File: config.mk
export PLATFORM = sky130hd
export DESIGN_NAME = regfile_sb
export DESIGN_NICKNAME = d
export VERILOG_FILES = /design/src/rtl/regfile_sb.sv
export SDC_FILE = /design/constraint.sdc
export NUM_CORES = 2
export LEC_CHECK = 0
export BUFFER_PORTS_ARGS = -buffer_cell sky130_fd_sc_hd__buf_4
export CAP_MARGIN = 10
export CORE_MARGIN = 2
export CORE_UTILIZATION = 50
export CTS_CLUSTER_SIZE = 10
export DETAILED_ROUTE_END_ITERATION = 16
export PLACE_DENSITY = 0.66
export REMOVE_ABC_BUFFERS = 1
export SLEW_MARGIN = 15
export SYNTH_ARGS = -nofsm -noshare
export SYNTH_HDL_FRONTEND = slang
export SYNTH_SLANG_ARGS = --single-unit
File: constraint.sdc
create_clock -name clk -period 3.8 [get_ports clk]
set_clock_uncertainty 0.2 [all_clocks]
set_input_delay 0.38 -clock clk [delete_from_list [all_inputs] [get_ports clk]]
set_output_delay 0.38 -clock clk [all_outputs]
set_load 0.005 [all_outputs]
File: src/rtl/regfile_sb.sv
// rtl/regfile_sb.sv - register file with write-through bypass, debug port and busy scoreboard
module regfile_sb #(
  parameter int DATA_W   = 32,
  parameter int ADDR_W   = 5,
  parameter int ZERO_REG = 1
) (
  input  logic              clk,
  input  logic              rst,
  input  logic [ADDR_W-1:0] ra1,
  input  logic [ADDR_W-1:0] ra2,
  output logic [DATA_W-1:0] rd1,
  output logic [DATA_W-1:0] rd2,
  input  logic              we,
  input  logic [ADDR_W-1:0] wa,
  input  logic [DATA_W-1:0] wd,
  input  logic              iss_valid,
  input  logic [ADDR_W-1:0] iss_rd,
  output logic              busy1,
  output logic              busy2,
  input  logic [ADDR_W-1:0] dbg_addr,
  output logic [DATA_W-1:0] dbg_data
);

  localparam int DEPTH = 1 << ADDR_W;
  localparam bit ZR    = (ZERO_REG != 0);

  logic [DATA_W-1:0] r_regs [DEPTH];
  logic [DEPTH-1:0]  r_busy;

  logic w_wr_ok;
  logic w_iss_ok;
  logic w_ra1_zero;
  logic w_ra2_zero;

  assign w_wr_ok    = we && !(ZR && (wa == '0));
  assign w_iss_ok   = iss_valid && !(ZR && (iss_rd == '0));
  assign w_ra1_zero = ZR && (ra1 == '0);
  assign w_ra2_zero = ZR && (ra2 == '0);

  // Issue is applied after write-back clear so a same-edge issue keeps the bit set.
  always_ff @(posedge clk) begin
    if (rst) begin
      for (int i = 0; i < DEPTH; i++) begin
        r_regs[i] <= '0;
      end
      r_busy <= '0;
    end else begin
      if (w_wr_ok) begin
        r_regs[wa] <= wd;
      end
      if (we) begin
        r_busy[wa] <= 1'b0;
      end
      if (w_iss_ok) begin
        r_busy[iss_rd] <= 1'b1;
      end
    end
  end

  always_comb begin
    rd1 = r_regs[ra1];
    if (w_ra1_zero) begin
      rd1 = '0;
    end else if (w_wr_ok && (wa == ra1)) begin
      rd1 = wd;
    end
  end

  always_comb begin
    rd2 = r_regs[ra2];
    if (w_ra2_zero) begin
      rd2 = '0;
    end else if (w_wr_ok && (wa == ra2)) begin
      rd2 = wd;
    end
  end

  assign busy1    = r_busy[ra1] && !(we && (wa == ra1));
  assign busy2    = r_busy[ra2] && !(we && (wa == ra2));
  assign dbg_data = r_regs[dbg_addr];

endmodule

Yosys cells after proc, flatten, opt, wreduce, memory -nomap -nowiden. Memories as Yosys holds them, arrays and structs flattened. Cells that the tools add are included.

Input port bits: 61. RAM bits: 1024. Bits in registers: 32. Memories: 1.

Bitwise operators: 3. Reductions and logical operators: 19. Mux-type cells: 23. Magnitude comparators: 6. Equal/unequal tests: 2.

Memories: r_regs (depth 32, bits a word 32, rd ports 3, clocked after Yosys merged registers in 0, wr ports 32, RTL line 27) `logic [DATA_W-1:0] r_regs [DEPTH];`.

Operators with widths (count): $mux W32 (8); $and A32 B32 Y32 (1); $not A32 Y32 (1); $or A32 B32 Y32 (1); $reduce_or A32 Y1 (1); $lt A5 B6 Y1 const B (4); $logic_not A5 Y1 (4); $bmux W1 S5 (2); $demux W1 S5 (2); $eq A5 B5 Y1 (2); $ge A5 B1 Y1 const B (2); $logic_and A1 B1 Y1 (10); $mux W1 (10); $mux W5 (1); $logic_not A1 Y1 (4).

Logic depth before layout (Yosys ltp).
Word-level depth: 10. Gate-level depth with buffers: 10. Mapped depth without buffers: 6.

Worst setup path after synthesis. OpenSTA, ideal clock, no wires.

Path kind: input port to flip-flop. From: in wa[2]. To: reg r_busy[3]. Stages: 5. Arrival time: 2.889 ns. Setup slack: 0.493 ns. Required time: 3.381 ns. Cell sequence: buf_2 or3_1 clkbuf_1 o21bai_1 o32ai_1.

Cells in the longest elaborated chain, start to end: 10. Elaborated cells between the ends (all ways): 11. Classes of those cells: 2 x order compare; 5 x mux; 3 x bitwise; 1 x reduce/logical.

Ends and longest elaborated chain: from (decl) (RTL line 14) `input logic [ADDR_W-1:0] wa,`; $lt A5 B6 Y1 (not written as such) or $ge A5 B1 Y1 (tied branches) (RTL line 52) `r_busy[wa] <= 1'b0;`; $logic_and A1 B1 Y1 (not written as such) (RTL line 52); $mux W1 (not written as such) (RTL line 52); $demux W1 S5 (*) (RTL line 52); $not A32 Y32 (no line) (*); $and A32 B32 Y32 (no line) (*); $mux W32 (*) (RTL line 51) `if (we) begin`; $mux W32 (*) (RTL line 42) `if (rst) begin`; $or A32 B32 Y32 (no line); $mux W32 (*) (RTL line 54) `if (w_iss_ok) begin`; to (signal assigned) (RTL line 46) `r_busy <= '0;`; to (signal, indexed assignment) (RTL line 52); to (signal, indexed assignment) (RTL line 55) `r_busy[iss_rd] <= 1'b1;`; to (decl) (RTL line 28) `logic [DEPTH-1:0] r_busy;`.

Every way passes the cells marked *; elsewhere a longest branch is shown, timed or not. The select of a mux whose other input is x is not followed. A chain may end at the register's enable or synchronous reset.

==> impl_metrics.ini <==
[status]
outcome = finished clean

[grt]
grt-ovfl-total = 0
grt_first_pass_wirelength_mm = 373
via_count_of_the_first_global_routing_pass = 47900
antenna_violations_before_repair = 19
pin_count_of_the_biggest_net_entering_global_routing = 94
globalRouteTotalUtil = 0.399

[cells_and_area]
post_layout_instance_count_excluding_filler_cells = 6719
area_delta_synth_final_pct = 14.3
fin_nets = 4951
final_layout_size_suffix_gt1_frac = 0.295
fin_area_mm2 = 0.0749

[logic_synthesis]
yosys_warnings = 0
synth_async_sr_flop_share = 0
ys_top_cells_by_count = edfxtp_1 (1,024), and2_1 (997), mux4_2 (653), mux2i_1 (377), clkbuf_1 (334)
syn_area_per_cell_um2 = 13.9
synth_sequential_area_ratio = 0.479
ys_dominant_reg_cell = edfxtp_1
synth_seq_cells = 1056
synth.most_common_cell = edfxtp_1
netlist-cell-type-count = 63
synth_top_area_cell = edfxtp_1
syn-instance-count = 4714
netlist_area_mm2 = 0.0656
count_of_flip_flops_with_a_built_in_enable_after_synthesis = 1024
post-synth-top-area-fraction = 0.469
synth.top_cells.by_area = edfxtp_1 (47%), mux4_2 (22%), and2_1 (9.5%)

[timing]
max-slew-margin-rel = 0.233
timing.final.crit_share = 0.988
final-max-slew-violation-count = 0
fmax_achieved_mhz = 266
final_hold_viol_count = 0
report.final.setup_viol = 0
grt_setup_unrepaired = false
finalWorstSetupSlack_ns = 0.0456
period_needed_ns = 3.75
tightestPinTransition_ns = 1.15

[clock_network]
postCtsSetupBuffers = 0
worst_skew_pair_latency_ns = 0.77
register_clock_pin_slew_on_the_reported_worst_setup_and_hold_paths_ns = 0.06
clk_root_buffer_cell = clkbuf_16
clock_sink_count = 1056
cts-htree-levels = 4
cts_inserted_buffers = 132
clock_tree_from_tritoncts = done
cts.path.max_buffers = 3

[detailed_routing]
drt-pass1-iter-count = 6
routed_wirelength_mm = 270
antenna_violating_nets_post_route = 0
route.detailed.vias_per_inst = 7.37
via_count = 49500
detail_route.iter0.violations = 9492
drt_drc_violations_left = 0
drt-wirelength-per-cell_um = 40.2

[die]
die_w_um = 366
core_area_mm2 = 0.130
die_h_um = 366
initial_core_util = 0.505
floorplan.die_area_mm2 = 0.134
io_pins = 159
placementRows = 132

[setup_path]
cp_arrival_ns = 3.17
critPathLaunchType = register
critical_path_peak_fanout = 3
endpoint_kind = output port
critical_path_class = reg -> out
worst_ep_required_time_ns = 3.22

[flow_run]
maxCapViolations = 0

[pwr]
pwr_total_mw = 31.1
power_density_mw_per_mm2 = 414
power.static_leakage_nw = 26.6
worst_ir_drop_vdd_v = 0.000419

[placement]
post_place_worst_slack_ns = -0.0188
place_hpwl_mm = 164
finalWeightedCongestion = 0.953
io_buffers = 158
placedInstanceArea_mm2 = 0.0705
placed_cell_count = 6452

[min_path]
hp-class = in -> reg
==> repair_timing <==
action                                  4_1_cts  5_1_grt
endpoints found under the setup margin        1        1
resized for setup                             1        1
endpoints found under the hold margin      1023        0
pin swaps                                     0        0
hold buffers                                 46        0
==> worst max-delay path: stages, from the launching register on <==
cell and delay, ns:
edfxtp_1 0.46, mux4_2 0.50, mux2i_1 0.30, a211oi_1 0.15
nor4_2 0.53, buf_4 0.20, nor3_1 0.06, buf_4 0.18
==> where the power goes <==
group | total (mW) | leakage (nW) | switching (mW) | internal, mW
sequential | 13.9 | 10.0 | 0.499 | 13.4
clock | 11.9 | 1.90 | 5.08 | 6.78
combinational | 5.27 | 14.7 | 2.91 | 2.37
==> cell families after synthesis <==
kind of cell / count (synthesis) / share of synthesized area
and+or+nand+nor: 1405 / 0.126
muxes: 1113 / 0.296
DFF: 1056 / 0.479
AOI/OAI and AO/OA: 598 / 0.0605
buffers and inverters: 531 / 0.0369
xor gates and xnor gates: 10 / 0.00134
other: 1 / 0.0000572
==> metal layers <==
layer,share of wire,vias up,GRT usage
met4,0.063,4,0.221
met3,0.15,957,0.134
met2,0.43,4764,0.575
li1,-,18800,-
met1,0.35,25000,0.531
met5,0.000085,-,0
==> layout by cell type, fill, tap and decap left out, types with 83 or more instances in the layout <==
cell type	n
mux4_2	653
mux2i_1	376
nand2_1	117
mux2_2	83
o21ai_0	129
buf_12	83
a21oi_1	144
and2_1	996
edfxtp_1	1024
buf_4	386
clkbuf_16	138
==> sequential cells by signal (all words and copies together) (netlist names) <==
| register | count |
|---|---|
| r_busy | 32 |
| r_regs | 1024 |
==> final timing paths <==
kind / depth (start not counted) / slack [ns] / start / endpoint
setup / recovery: 7 / 0.05 / r_regs[20][6]$_SDFFCE_PN0P_ / rd1[6]
hold / removal: 4 / 0.18 / we / r_busy[16]$_SDFF_PP0_
setup reg to reg: 3 / 2.36 / r_busy[11]$_SDFF_PP0_ / r_busy[11]$_SDFF_PP0_
hold reg to reg: 2 / 0.27 / r_busy[3]$_SDFF_PP0_ / r_busy[3]$_SDFF_PP0_
==> metrics by stage <==
stage,util,hold WS [ns],TNS (ns)
2_1_floorplan,-,0.239,0
3_5_place_dp,0.543,0.265,-0.0188
6_report,0.577,0.178,0
5_1_grt,0.577,0.211,0
3_3_place_gp,0.543,0.255,-0.0107
4_1_cts,0.577,0.124,0
==> cell type report <==
cell class / count / area, µm²
antenna: 13 / 32.5
clock inverter: 32 / 264
timing repair buffer: 524 / 5140
clock buffer: 176 / 3630
inverter: 18 / 67.6
tap: 1742 / 2180
fill: 10300 / 54900
sequential: 1056 / 31400
multi-input combinational: 3158 / 32200
Power figures use the tool's default switching activity.
